$ cat src/rtl/scan_display_ctrl_pkg.sv
// lab2_pkg: shared widths, scan FSM state type and the 7-segment digit table
// for scan_display_ctrl and its seg7 decoder.
package lab2_pkg;

  localparam int ADDR_W = 5;
  localparam int DATA_W = 4;

  typedef enum logic [1:0] {
    S_IDLE,
    S_ISSUE,
    S_WAIT
  } state_t;

  // Active-low segments {g,f,e,d,c,b,a}, indexed by hex digit 0..F.
  localparam logic [6:0] SEG_TABLE [0:15] = '{
    7'h40, 7'h79, 7'h24, 7'h30, 7'h19, 7'h12, 7'h02, 7'h78,
    7'h00, 7'h10, 7'h08, 7'h03, 7'h46, 7'h21, 7'h06, 7'h0E
  };

endpackage

$ cat src/rtl/scan_display_ctrl_seg7.sv
// seg7: hex digit to active-low 7-segment decoder.
// Ports: digit (4-bit value in), seg (7-bit active-low segment drive out).
module seg7
  import lab2_pkg::*;
(
  input  logic [3:0] digit,
  output logic [6:0] seg
);

  assign seg = SEG_TABLE[digit];

endmodule

$ cat src/rtl/scan_display_ctrl.sv
// scan_display_ctrl: steps a scan address through a 32x4 RAM on each tick,
// reads the addressed word and latches address/data for a 7-segment display.
// User writes go straight to the RAM port every cycle they are requested.
// Ports:
//   CLOCK_50            system clock, rising edge
//   Reset               asynchronous, active-high
//   tick                one-cycle advance pulse
//   wr_req/wr_addr/wr_data   user write request
//   ram_addr/ram_wren/ram_wdata  RAM port, ram_q read data (RD_LAT cycles)
//   disp_addr/disp_data last scanned address and its data
//   HEX0/HEX2/HEX3      active-low digits: data, addr[3:0], addr[4]
module scan_display_ctrl
  import lab2_pkg::*;
#(
  parameter int RD_LAT = 1
) (
  input  logic              CLOCK_50,
  input  logic              Reset,
  input  logic              tick,
  input  logic              wr_req,
  input  logic [ADDR_W-1:0] wr_addr,
  input  logic [DATA_W-1:0] wr_data,
  output logic [ADDR_W-1:0] ram_addr,
  output logic              ram_wren,
  output logic [DATA_W-1:0] ram_wdata,
  input  logic [DATA_W-1:0] ram_q,
  output logic [ADDR_W-1:0] disp_addr,
  output logic [DATA_W-1:0] disp_data,
  output logic [6:0]        HEX0,
  output logic [6:0]        HEX2,
  output logic [6:0]        HEX3
);

  state_t              state, state_n;
  logic [ADDR_W-1:0]   scan_addr, scan_addr_n;
  logic                wcnt, wcnt_n;
  logic                pending, pending_n;
  logic                refresh, refresh_n;
  logic [ADDR_W-1:0]   disp_addr_n;
  logic [DATA_W-1:0]   disp_data_n;
  logic                wr_hit;
  logic                rd_last;

  // A write to the displayed location makes the shown value stale.
  assign wr_hit  = wr_req && (wr_addr == disp_addr);
  assign rd_last = (wcnt == 1'(RD_LAT - 1));

  // Writes own the RAM port whenever requested; otherwise the scan address
  // is presented so the ISSUE cycle's edge registers the read.
  assign ram_wren  = wr_req;
  assign ram_addr  = wr_req ? wr_addr : scan_addr;
  assign ram_wdata = wr_data;

  always_ff @(posedge CLOCK_50 or posedge Reset) begin
    if (Reset) begin
      state     <= S_IDLE;
      scan_addr <= '0;
      wcnt      <= 1'b0;
      pending   <= 1'b0;
      refresh   <= 1'b1;  // forces a read of address 0 after release
      disp_addr <= '0;
      disp_data <= '0;
    end else begin
      state     <= state_n;
      scan_addr <= scan_addr_n;
      wcnt      <= wcnt_n;
      pending   <= pending_n;
      refresh   <= refresh_n;
      disp_addr <= disp_addr_n;
      disp_data <= disp_data_n;
    end
  end

  always_comb begin
    state_n     = state;
    scan_addr_n = scan_addr;
    wcnt_n      = wcnt;
    pending_n   = pending;
    refresh_n   = refresh;
    disp_addr_n = disp_addr;
    disp_data_n = disp_data;

    // One-deep tick memory while a read is in flight; extra ticks drop.
    if (tick && state != S_IDLE) pending_n = 1'b1;
    if (wr_hit) refresh_n = 1'b1;

    case (state)
      S_IDLE: begin
        // Tick and pending merge into a single increment; entering ISSUE
        // always satisfies any refresh request.
        if (tick || pending) begin
          scan_addr_n = scan_addr + 5'd1;
          pending_n   = 1'b0;
          refresh_n   = 1'b0;
          state_n     = S_ISSUE;
        end else if (refresh) begin
          refresh_n = 1'b0;
          state_n   = S_ISSUE;
        end
      end
      S_ISSUE: begin
        // A write steals the port, so the read is retried next cycle.
        if (!wr_req) begin
          wcnt_n  = 1'b0;
          state_n = S_WAIT;
        end
      end
      S_WAIT: begin
        if (rd_last) begin
          disp_data_n = ram_q;
          disp_addr_n = scan_addr;
          wcnt_n      = 1'b0;
          state_n     = S_IDLE;
        end else begin
          wcnt_n = wcnt + 1'b1;
        end
      end
      default: state_n = S_IDLE;
    endcase
  end

  seg7 u_hex0 (.digit(disp_data),                  .seg(HEX0));
  seg7 u_hex2 (.digit(disp_addr[3:0]),             .seg(HEX2));
  seg7 u_hex3 (.digit({3'b000, disp_addr[4]}),     .seg(HEX3));

endmodule

$ cat config.mk
export PLATFORM = sky130hd
export DESIGN_NAME = scan_display_ctrl
export DESIGN_NICKNAME = d
export VERILOG_FILES = /design/src/rtl/scan_display_ctrl_pkg.sv /design/src/rtl/scan_display_ctrl_seg7.sv /design/src/rtl/scan_display_ctrl.sv
export SDC_FILE = /design/constraint.sdc
export NUM_CORES = 1
export LEC_CHECK = 0
export CAP_MARGIN = 15
export CORE_ASPECT_RATIO = 1.5
export CORE_UTILIZATION = 40
export CTS_CLUSTER_DIAMETER = 40
export DETAILED_ROUTE_END_ITERATION = 12
export PLACE_DENSITY = 0.86
export SETUP_SLACK_MARGIN = 0.15
export SYNTH_ARGS = -nofsm -noshare
export SYNTH_HDL_FRONTEND = slang
export SYNTH_SLANG_ARGS = --single-unit
$ cat constraint.sdc
create_clock -name CLOCK_50 -period 3.3 [get_ports CLOCK_50]
set_clock_uncertainty 0.05 [all_clocks]
set_input_delay 0.99 -clock CLOCK_50 [delete_from_list [all_inputs] [get_ports CLOCK_50]]
set_output_delay 0.99 -clock CLOCK_50 [all_outputs]
set_load 0.1 [all_outputs]
==> qor.txt <==
Die area: 3870 µm²
Critical Path AT: 1.92 ns
R2r endpoint: refresh
Grt total ovfl: 0
FF/Latch Area: 458 µm²
Mean number of vias per cell: 5.07
Non-Filler Instances: 221
Starting Density: 42.4%
Total vias in the final route: 1121
Largest net degree at the start of global routing: 19
Tot GR Track Use: 16.5%
Core ar.: 3420 µm²
Fin area: 2090 µm²
Maximum clock insertion buffer count: 2
Clock sink count: 18
Final HPWL DP: 2350 µm
Worst-Skew Late Latency: 0.25 ns
Achievable Freq: 337 MHz
Diodes inserted: 0
WP data required: 2.26 ns
Io pins: 57
Rel. slew slack: 56.8%
Area post-placement: 2000 µm²
Root Buffer: clkbuf_8
Final Max Tran Viols: 0
Final hold violation count: 0
R2R Path Start: disp_addr[2]
Post-layout minimum cycle time: 2.96 ns
Hold depth: 1
R2r worst-path depth: 3
Final setup viols: 0
Period utilization: 89.8%
TritonCTS buffer count: 3
Post-Syn Area: 1450 µm²
Number of remaining DRC errors: 0
CP peak stage delay: 0.46 ns
H-tree Lvls: 1
Max-Cap Viols: 0
CP cell instances: inv_1 -> ha_1 -> nor2b_1 -> a211oi_1 -> a21oi_4 -> buf_12
Synth Instances: 147
Wire length per cell: 13.8 µm
Synth warnings: 0
WL final: 3050 µm
First-pass GRT wire length: 4790 µm
Flop2flop setup slack: 1.91 ns
Number of global-route vias before repair: 1081
Nets: 210
Cell count after placement: 216
Worst Path Class, Setup: reg2out
Cts hold-fix bufs: 0
Multi-input gate area: 963 µm²
Initial DRT Pass Iterations: 4
Placer Congestion: 0.759
Initial antenna violation count: 0
Worst Hold Class: reg2reg
Sequential share of the synthesized area: 31.2%
RSZ-0062 raised after global routing: false
Synth cell types: 39
Clock transition at the registers of the reported paths: 0.07 ns
Fin Hold WS: 0.448 ns
Crit path launch type: register
Vert. Die Dim: 75.7 µm
#FFs+latches synth: 18
Min-delay src: refresh
Share of layout cells above drive strength 1: 42.5%
Area growth from synthesis to final layout: 44.4%
Slowest CP cell: dfrtp_2
Slew @ Worst Pin: 0.647 ns
Hold Crit Endpoint: refresh
PortBufs: 45
Outcome: complete, no violations
TritonCTS clock tree: built
Row Count: 26
Fillers: 287
Critical Path Sink Type: output port
CP max FO: 9
Die width: 51.1 µm
Initial DRC Count: 15
Total negative slack: 0 ns
Mean area per synthesized cell: 9.85 µm²
Remaining antenna violation count: 0
## registers in the layout, indices dropped and copies added (netlist names)
register and cells:
state 2, pending 1, refresh 1, scan_addr 5
disp_data 4, disp_addr 5
## layer usage
layer	track usage [%]	share of wire, %
met1	17.4	39
met2	31.9	55
met3	2.40	3.7
met4	7.10	2.3
met5	0	0
## cells by family (layout without fill, tap and decap cells)
family / after synthesis / in the layout / share of synthesized area, %
XOR/XNOR: 9 / 9 / 5.45
AO/OA/AOI/OAI: 21 / 21 / 9.25
other: 2 / 3 / 0.519
buffers and inverters: 26 / 57 / 10.9
flip-flops: 18 / 18 / 31.2
adder cells (fa/ha/maj): 13 / 13 / 11.2
AND/OR/NAND/NOR: 35 / 35 / 13.0
multiplexers: 23 / 23 / 18.5
## cell usage after synthesis, drive strengths merged
| master | count | area [µm²] |
|---|---|---|
| or3b | 1 | 8.76 |
| dfrtp | 17 | 425 |
| and2 | 2 | 12.5 |
| nor3b | 1 | 7.51 |
| o2bb2ai | 1 | 8.76 |
| nand2b | 2 | 12.5 |
| a22o | 2 | 17.5 |
| o21a | 2 | 15.0 |
| nor2 | 8 | 35.0 |
| nand3b | 2 | 15.0 |
| mux4 | 1 | 26.3 |
| ha | 13 | 163 |
| xnor2 | 9 | 78.8 |
| a21oi | 3 | 15.0 |
| a32o | 1 | 10.0 |
| clkbuf | 1 | 3.75 |
| mux2i | 5 | 50.1 |
| dfstp | 1 | 26.3 |
| nand3 | 3 | 15.0 |
| nand2 | 8 | 30.0 |
| or2 | 2 | 12.5 |
| a31oi | 1 | 6.26 |
| a211oi | 1 | 7.51 |
| o21ai | 9 | 45.0 |
| mux2 | 17 | 191 |
| nor3 | 1 | 5.00 |
| buf | 19 | 131 |
| conb | 2 | 7.51 |
| inv | 6 | 22.5 |
| nor2b | 2 | 15.0 |
| nand4 | 3 | 18.8 |
| o311ai | 1 | 8.76 |
## critical path: cells and delay by family, from the launching register on
| family | cells | cell delay (ns) |
|---|---|---|
| compound gates | 2 | 0.51 |
| fa+ha+maj | 1 | 0.24 |
| simple gates | 1 | 0.16 |
| buf+inv | 2 | 0.30 |
| flops | 1 | 0.46 |
## layout by cell type, fill, tap and decap left out, types with 3 or more instances in the layout
cell / synthesis / layout
buf_4: 12 / 22
ha_1: 13 / 13
dfrtp_1: 17 / 12
buf_12: 0 / 12
mux2_2: 16 / 11
clkdlybuf4s50_1: 0 / 11
xnor2_1: 9 / 9
nand2_1: 8 / 8
nor2_1: 6 / 6
inv_1: 6 / 6
mux2i_1: 5 / 5
o21ai_4: 0 / 5
mux2_4: 0 / 5
dfrtp_2: 0 / 5
clkbuf_8: 0 / 4
nand4_1: 3 / 3
nand3_1: 3 / 3
conb_1: 2 / 3
## final cells by class
type / count / share of cell area, %
inverter: 6 / 1.08
multi-input combinational: 104 / 46.1
tap: 42 / 2.51
timing repair buffer: 47 / 25.8
clock buffer: 4 / 2.63
sequential: 18 / 21.9
## worst max-delay path by stage
stage,cells past startpoint,to,from
5_1_grt,6,HEX2[0],disp_addr[1]
3_5_place_dp,4,ram_addr[3],wr_req
2_1_floorplan,4,HEX0[3],disp_data[0]
4_1_cts,4,ram_addr[3],wr_req
6_report,6,HEX2[0],disp_addr[1]
3_3_place_gp,4,ram_addr[1],wr_req
## metrics by stage
stage               setup WS (ns)  utilization (%)
global route                0.220             61.2
CTS                         0.112             60.6
global placement           0.0862             58.6
floorplan                   0.109                -
detailed placement         0.0671             58.6
finish                      0.336             61.2
## repair_timing
| item | in CTS | in global routing |
|---|---|---|
| setup buffers | 1 | 0 |
| pin swaps | 0 | 0 |
| endpoints found under the hold margin | 0 | 0 |
| endpoints found under the setup margin | 5 | 5 |
| gates resized for setup | 1 | 6 |
Power is left out: the tool's default activity adds up to more than one toggle a clock period on the data nets, which glitch-free logic cannot reach.
